`config.mk`:
```
export PLATFORM = sky130hd
export DESIGN_NAME = ahb_rr_arbiter
export DESIGN_NICKNAME = d
export VERILOG_FILES = /design/src/rtl/ahb_rr_arbiter.sv
export SDC_FILE = /design/constraint.sdc
export NUM_CORES = 1
export LEC_CHECK = 0
export CORE_AREA = 5 5 59 113
export CTS_CLUSTER_SIZE = 8
export DETAILED_ROUTE_END_ITERATION = 10
export DIE_AREA = 0 0 64 118
export GPL_TIMING_DRIVEN = 0
export REMOVE_ABC_BUFFERS = 1
export SLEW_MARGIN = 20
export SYNTH_ARGS = -nofsm -noshare
export SYNTH_HDL_FRONTEND = slang
export SYNTH_SLANG_ARGS = --single-unit
```
`constraint.sdc`:
```
create_clock -name hclk -period 2.6 [get_ports hclk]
set_input_delay 0.26 -clock hclk [delete_from_list [all_inputs] [get_ports hclk]]
set_output_delay 0.26 -clock hclk [all_outputs]
set_load 0.05 [all_outputs]
```
`src/rtl/ahb_rr_arbiter.sv`:
```
// AHB2 bus arbiter: fixed-priority or round-robin grant with burst beat counting,
// HLOCK handling and forced re-arbitration of long undefined-length INCR bursts.
module ahb_rr_arbiter #(
  parameter  int unsigned NUM_MASTERS    = 4,
  parameter  int unsigned RR_MODE        = 1,
  parameter  int unsigned DEFAULT_MASTER = 0,
  parameter  int unsigned MAX_HOLD       = 16,
  localparam int unsigned ID_W           = $clog2(NUM_MASTERS)
) (
  input  logic                   hclk,
  input  logic                   hreset,
  input  logic [NUM_MASTERS-1:0] m_busreq,
  input  logic [NUM_MASTERS-1:0] m_hlock,
  input  logic [1:0]             s_htrans,
  input  logic [2:0]             s_hburst,
  input  logic                   s_hready,
  output logic [NUM_MASTERS-1:0] hgrant,
  output logic [ID_W-1:0]        s_hmaster,
  output logic                   s_hmaster_lock
);

  localparam int unsigned CNT_W = 5;
  localparam logic [1:0] HT_IDLE   = 2'b00;
  localparam logic [1:0] HT_NONSEQ = 2'b10;
  localparam logic [1:0] HT_SEQ    = 2'b11;
  localparam logic [2:0] HB_INCR   = 3'b001;
  localparam logic [CNT_W-1:0]       HOLD_LAST = CNT_W'(MAX_HOLD - 1);
  localparam logic [ID_W-1:0]        DEF_ID    = ID_W'(DEFAULT_MASTER);
  localparam logic [NUM_MASTERS-1:0] DEF_GNT   = NUM_MASTERS'(1) << DEFAULT_MASTER;

  typedef enum logic [1:0] {ST_ARB, ST_BURST, ST_UNDEF, ST_LOCKED} state_t;

  state_t            state_q, state_d;
  logic [CNT_W-1:0]  cnt_q, cnt_d, len_q, len_d, burst_len;
  logic [ID_W-1:0]   gnt_id_q, winner, scan_sel;
  int unsigned       start_idx, scan_idx;
  logic              rearb_ok, owner_lock, is_idle, is_nonseq, is_seq;

  assign owner_lock = m_hlock[gnt_id_q];
  assign is_idle    = (s_htrans == HT_IDLE);
  assign is_nonseq  = (s_htrans == HT_NONSEQ);
  assign is_seq     = (s_htrans == HT_SEQ);

  // Beat count of fixed-length bursts; zero for SINGLE and INCR.
  always_comb begin
    case (s_hburst)
      3'b010, 3'b011: burst_len = CNT_W'(4);
      3'b100, 3'b101: burst_len = CNT_W'(8);
      3'b110, 3'b111: burst_len = CNT_W'(16);
      default:        burst_len = '0;
    endcase
  end

  // Winner scan; the rr pointer always equals the address-phase owner, so s_hmaster serves as it.
  always_comb begin
    start_idx = (RR_MODE != 0) ? 32'(s_hmaster) + 32'd1 : 32'd0;
    scan_idx  = 32'd0;
    scan_sel  = '0;
    winner    = DEF_ID;
    for (int k = NUM_MASTERS - 1; k >= 0; k--) begin
      scan_idx = start_idx + 32'(k);
      if (scan_idx >= NUM_MASTERS) scan_idx = scan_idx - NUM_MASTERS;
      scan_sel = ID_W'(scan_idx);
      if (m_busreq[scan_sel]) winner = scan_sel;
    end
  end

  // Next state; a burst's opening NONSEQ keeps the grant so the owner can finish it.
  always_comb begin
    state_d  = state_q;
    cnt_d    = cnt_q;
    len_d    = len_q;
    rearb_ok = 1'b0;
    case (state_q)
      ST_ARB: begin
        if (owner_lock) begin
          state_d = ST_LOCKED;
        end else if (is_nonseq && (burst_len != '0)) begin
          state_d = ST_BURST;
          cnt_d   = CNT_W'(1);
          len_d   = burst_len;
        end else if (is_nonseq && (s_hburst == HB_INCR)) begin
          state_d = ST_UNDEF;
          cnt_d   = CNT_W'(1);
        end else begin
          rearb_ok = 1'b1;
        end
      end
      ST_BURST, ST_UNDEF: begin
        if (owner_lock) begin
          state_d = ST_LOCKED;
        end else if (is_idle || is_nonseq) begin
          state_d  = ST_ARB;
          rearb_ok = 1'b1;
        end else if (is_seq) begin
          if (cnt_q == ((state_q == ST_BURST) ? len_q - CNT_W'(1) : HOLD_LAST)) begin
            state_d  = ST_ARB;
            rearb_ok = 1'b1;
          end else begin
            cnt_d = (cnt_q == '1) ? cnt_q : cnt_q + CNT_W'(1);
          end
        end
      end
      ST_LOCKED: begin
        if (!owner_lock && (is_idle || is_nonseq)) begin
          state_d  = ST_ARB;
          rearb_ok = 1'b1;
        end
      end
      default: state_d = ST_ARB;
    endcase
  end

  // All arbitration state advances only on accepted cycles.
  always_ff @(posedge hclk or negedge hreset) begin
    if (!hreset) begin
      state_q        <= ST_ARB;
      cnt_q          <= '0;
      len_q          <= '0;
      hgrant         <= DEF_GNT;
      gnt_id_q       <= DEF_ID;
      s_hmaster      <= DEF_ID;
      s_hmaster_lock <= 1'b0;
    end else if (s_hready) begin
      state_q        <= state_d;
      cnt_q          <= cnt_d;
      len_q          <= len_d;
      s_hmaster      <= gnt_id_q;
      s_hmaster_lock <= owner_lock;
      if (rearb_ok) begin
        gnt_id_q <= winner;
        hgrant   <= NUM_MASTERS'(1) << winner;
      end
    end
  end

endmodule

```
== After elaboration in Yosys (flattened, before gate mapping) ==
Index checks and enable logic that the tools add are counted.
Operators by class
  $add $sub $neg: 10
  multiply operators: 0
  div/mod/pow operators: 0
  magnitude comparators: 9
  equality and inequality tests: 25
  shift operators: 1
  muxes and demuxes: 47
  bitwise operators: 1
  reduce and logical (&&, ||, !) cells: 17
Operators by type and width (count)
  two-way mux 5 bit: 9
  two-way mux 2 bit: 16
  < comparator 2 x 3 -> 1 bit, second input constant: 5
  case mux 5 bit (3 select lines): 1
  inequality test 2 bit, second input constant: 7
  two-way mux 1 bit: 13
  == test 3 bit, second input constant: 4
  greater-or-equal comparator 4 x 3 -> 1 bit, second input constant: 3
  inequality test 4 bit, second input constant: 3
  binary-select mux 1 bit (select 2 bit): 5
  case mux 5 bit (2 select lines): 1
  AND reduction 9 bit: 1
  adder 3 x 2 -> 4 bit, second input constant: 2
  == test 2 bit, second input constant: 4
  OR reduction 2 bit: 4
  subtractor 2 x 1 -> 2 bit, second input constant: 4
  == test 3 x 2 -> 1 bit, second input constant: 2
  case mux 2 bit (3 select lines): 1
  adder 5 x 1 -> 5 bit, second input constant: 1
  == test 5 bit: 1
  == test 5 bit, second input constant: 1
  AND reduction 5 bit: 1
  nonzero test 5 bit: 1
  subtractor 5 x 1 -> 5 bit, second input constant: 1
  16 further kinds: 19
Word-level totals
  flip-flop bits (word level): 21
  bits in latches: 0
  RAM bits: 0
  bits in read-only memories: 0
  word-level logic and storage cells: 117
  memories kept: 0

== Logic depth before layout (Yosys ltp) ==
Gate-level depths: netlist of run 1.
  depth in word-level cells: 11
  gate-level depth with buffers: 8
  mapped depth without buffers: 7

== Worst setup path after synthesis of run 1 ==
OpenSTA, ideal clock, no wires.
  path type: reg-to-reg
  from: register gnt_id_q[0]
  to: register gnt_id_q[0]
  library setup time: 0.125 ns
  arrival: 1.928 ns
  setup slack: 0.548 ns
  cell stages (with the launch flop): 6
  clock period less this slack: 2.052 ns
  cells stage by stage: dfrtp_1 > mux4_2 > nand2b_4 > a211o_1 > a31oi_4 > mux2_2
On the way
  word-level cells in the longest chain between the ends: 7
  elaborated cells on any way between the ends: 9
Ends and longest elaborated chain
  start: declaration: line 35  | logic [ID_W-1:0] gnt_id_q, winner, scan_sel;
  start signal: assignment: line 131  | gnt_id_q <= winner;
  binary-select mux 1 bit (select 2 bit) *: line 39  | assign owner_lock = m_hlock[gnt_id_q];
  two-way mux 1 bit (not written as such) *: line 39
  zero test 1 bit: line 105  | if (!owner_lock && (is_idle || is_nonseq)) begin
  logical AND 1 bit: line 105
  two-way mux 1 bit: line 105
  case mux 1 bit (3 select lines) *: line 74  | case (state_q)
  AND reduction 2 bit (no line) *
Every way passes the cells marked *; elsewhere a longest branch is shown, timed or not. The select of a mux whose other input is x is not followed.
A chain may end at the register's enable or synchronous reset.

== Final worst setup path of run 1 ==
  from: register state_q[0]
  to: register gnt_id_q[0]
On the way
  word-level cells in the longest chain between the ends: 9
  elaborated cells on any way between the ends: 13
Ends and longest elaborated chain
  start: declaration: line 33  | state_t state_q, state_d;
  start signal: assignment: line 125  | state_q <= state_d;
  == test 2 x 1 -> 1 bit: line 74, 96
  two-way mux 5 bit: line 96  | if (cnt_q == ((state_q == ST_BURST) ? len_q - CNT_W'(1) : HOLD_LAST)) begin
  == test 5 bit: line 96
  two-way mux 1 bit: line 96
  two-way mux 1 bit: line 95  | end else if (is_seq) begin
  two-way mux 1 bit: line 92  | end else if (is_idle || is_nonseq) begin
  two-way mux 1 bit: line 90  | if (owner_lock) begin
  case mux 1 bit (3 select lines) *: line 74
  AND reduction 2 bit (no line) *
Every way passes the cells marked *; elsewhere a longest branch is shown, timed or not.

==> flow_summary_export.csv, run 1 <==
group,metric,value,unit
drt,post_drt_wl_per_cell,13.9,µm
global_route,grt_pass1_wl,5440,µm
worst_hold_path,hp-start,"hgrant[1]",
placed_design,routabilityCongestion,0.781,
clock_network,cts_sinks,19,
clock_network,cts_hold_buf,0,
drt,vias,1175,
die,dieHeight,118,µm
worst_setup_path,end_kind,"register",
clock_network,cts_resized,0,
logic_synthesis,ys_async_sr_fraction,100,%
placed_design,place_ws,0.141,ns
sta,relSlewSlack,38.5,%
worst_setup_path,startpoint,"state_q[0]",
clock_network,cts.clk_slew.worst_paths,0.05,ns
die,core_area,5710,µm²
layout,drive_gt1_share,11.0,%
clock_network,clock_latency,0.25,ns
layout,fin_nets,196,
die,pin_count,23,
power_and_ir_drop,power-per-cell-area,1170,nW/µm²
clock_network,cts_root_buf,"clkbuf_16",
power_and_ir_drop,ir_worst_vdd,0.573,mV
sta,rsz0062_at_grt,"no",
drt,routed_wl,3250,µm
run_status,run_status,"complete, no violations",
drt,drt_pass1_iterations,4,
placed_design,io_buffers,22,
global_route,grt_use_total,9.00,%
sta,finalHoldViolations,0,
worst_setup_path,crit_path_max_fanout,16,
layout,mostFrequentLayoutCell,"clkdlybuf4s50_1",
global_route,antenna_found_initial,0,
logic_synthesis,syn-cell-area,1370,µm²
clock_network,h-tree-depth,1,
worst_setup_path,critPathKind,"register to register",
sta,setup_slack,0.359,ns
drt,drtIter0Drc,26,
logic_synthesis,synth_top_area_share,32.9,%
drt,viasPerCell,5.04,
die,start_util,24.0,%
sta,max_freq,446,MHz
die,die-width,64,µm
run,drv_cap,0,
clock_network,cts_made_buffers,3,
placed_design,dp_hpwl,2550,µm
logic_synthesis,ys_warn_count,0,
sta,post-route-period-util,86.2,%
layout,diodes,0,
logic_synthesis,synthCells,149,
logic_synthesis,synth_flop_cell,"dfrtp_1",
worst_hold_path,min_path_type,"register to register",
sta,maxSlewViolCount,0,
die,num_rows,39,
layout,area_growth,26.6,%
sta,post-route-min-period,2.24,ns
sta,fin_worst_skew,0.00201,ns
worst_setup_path,start_kind,"register",
die,die_area,7550,µm²
clock_network,clockBufferDepth,2,
clock_network,cts_tree,"built",
global_route,grt_pass1_vias,1224,
layout,final_util,30.4,%
layout,layout_common_cells,"22 x clkdlybuf4s50_1, 18 x dfrtp_1, 14 x nand2_1",
sta,tightest_slew,0.920,ns
logic_synthesis,synth_area_leaders,"dfrtp_1 33%, ha_1 6.4%, mux2_2 4.9%",
global_route,grt_max_degree,20,
logic_synthesis,ys_types,44,
logic_synthesis,synth_seq_area_share,34.8,%
worst_setup_path,arrival,2.38,ns
sta,fin_setup_tns,0,ns
logic_synthesis,yosysTopAreaCell,"dfrtp_1",
clock_network,cts_setup_buffers,0,
drt,drc,0,
worst_setup_path,r2r-start,"state_q[0]",
worst_setup_path,worstPathRequired,2.74,ns
logic_synthesis,avgSynthCellArea,9.19,µm²
logic_synthesis,synth_seq_cells,19,
drt,antenna_left,0,
sta,finalSetupViolations,0,
sta,holdWs,0.510,ns
power_and_ir_drop,leakage,0.000728,µW
logic_synthesis,synth-edff-count,0,
global_route,grt_overflow,0,
stage by stage:
step	cells	instance area (µm²)	power (µW)
CTS	233	1730	2050
floorplan	146	1360	1410
global placement	229	1650	1700
detailed placement	229	1650	1720
global route	233	1730	2190
finish	233	1730	2030
worst max-delay path: stages, from the launching register on:
cell and delay, ns:
dfrtp_1 0.40, inv_1 0.08, ha_1 0.58, a21oi_1 0.09
a211o_1 0.34, a31oi_4 0.27, mux2_2 0.37
power by group:
group | internal [µW] | total, µW | leakage, µW | switching (µW)
logic | 498 | 1150 | 0.000474 | 653
registers | 430 | 553 | 0.000216 | 123
clock network | 209 | 320 | 0.0000382 | 112
total | 1140 | 2030 | 0.000728 | 888
worst paths after layout:
check	cells after the start	end	slack [ns]
setup / recovery	6	gnt_id_q[0]	0.36
min in group asynchronous	1	cnt_q[0]	0.53
max in group asynchronous	1	len_q[4]	1.51
setup reg to reg	6	gnt_id_q[0]	0.36
hold / removal	1	hgrant[1]	0.51
hold reg to reg	1	hgrant[1]	0.51
sequential cells by signal, indices dropped and copies added (netlist names):
signal          cells
cnt_q               5
gnt_id_q            2
hgrant              4
len_q               3
s_hmaster           2
s_hmaster_lock      1
state_q             2
cells in the mapped netlist (4+ instances only):
| cell | number |
|---|---|
| nor2b_1 | 4 |
| o21ai_0 | 7 |
| a21oi_1 | 9 |
| nand2b_1 | 5 |
| ha_1 | 7 |
| nor2_1 | 11 |
| dfrtp_1 | 18 |
| and2_1 | 4 |
| mux2_2 | 6 |
| inv_1 | 12 |
| and3_1 | 4 |
| nand2_1 | 14 |
logic make-up (layout without fill, tap and decap cells):
logic type	after synthesis	after routing	share of synthesized area (%)
AOI/OAI and AO/OA	36	36	20.3
adders and majority gates	7	7	6.40
and+or+nand+nor	60	60	24.3
buffers and inverters	15	38	4.11
xor gates and xnor gates	2	2	1.28
muxes	10	10	8.77
DFF	19	19	34.8
area by class of cell:
cell class,count,area [µm²]
timing repair buffer,22,220
inverter,12,45.0
sequential,19,477
multi-input combinational,115,836
fill,615,3980
tap,61,76.3
clock buffer,4,78.8
metal layers:
metal	routed length, µm	track usage (%)	part of all wire [%]
met5	0	0	0
met3	128	1.53	3.9
met2	1860	16.8	57
met4	80	4.55	2.5
met1	1180	9.09	36
Power figures use the tool's default switching activity.
==> inputs of run 2 (changes only) <==
==> constraint.sdc (replaced) <==
create_clock -name hclk -period 2.8 [get_ports hclk]
set_input_delay 0.28 -clock hclk [delete_from_list [all_inputs] [get_ports hclk]]
set_output_delay 0.28 -clock hclk [all_outputs]
set_load 0.05 [all_outputs]
==> results of run 2 <==
Same layout as run 1 (identical final DEF). Status: complete, no violations.
Among the figures that moved: setup slack after placement 0.141 ns -> 0.321 ns; setup slack after layout 0.359 ns -> 0.559 ns; register-to-register setup slack 0.36 ns -> 0.56 ns; total power 2030 µW -> 1880 µW; worst IR drop on VDD 0.573 mV -> 0.532 mV
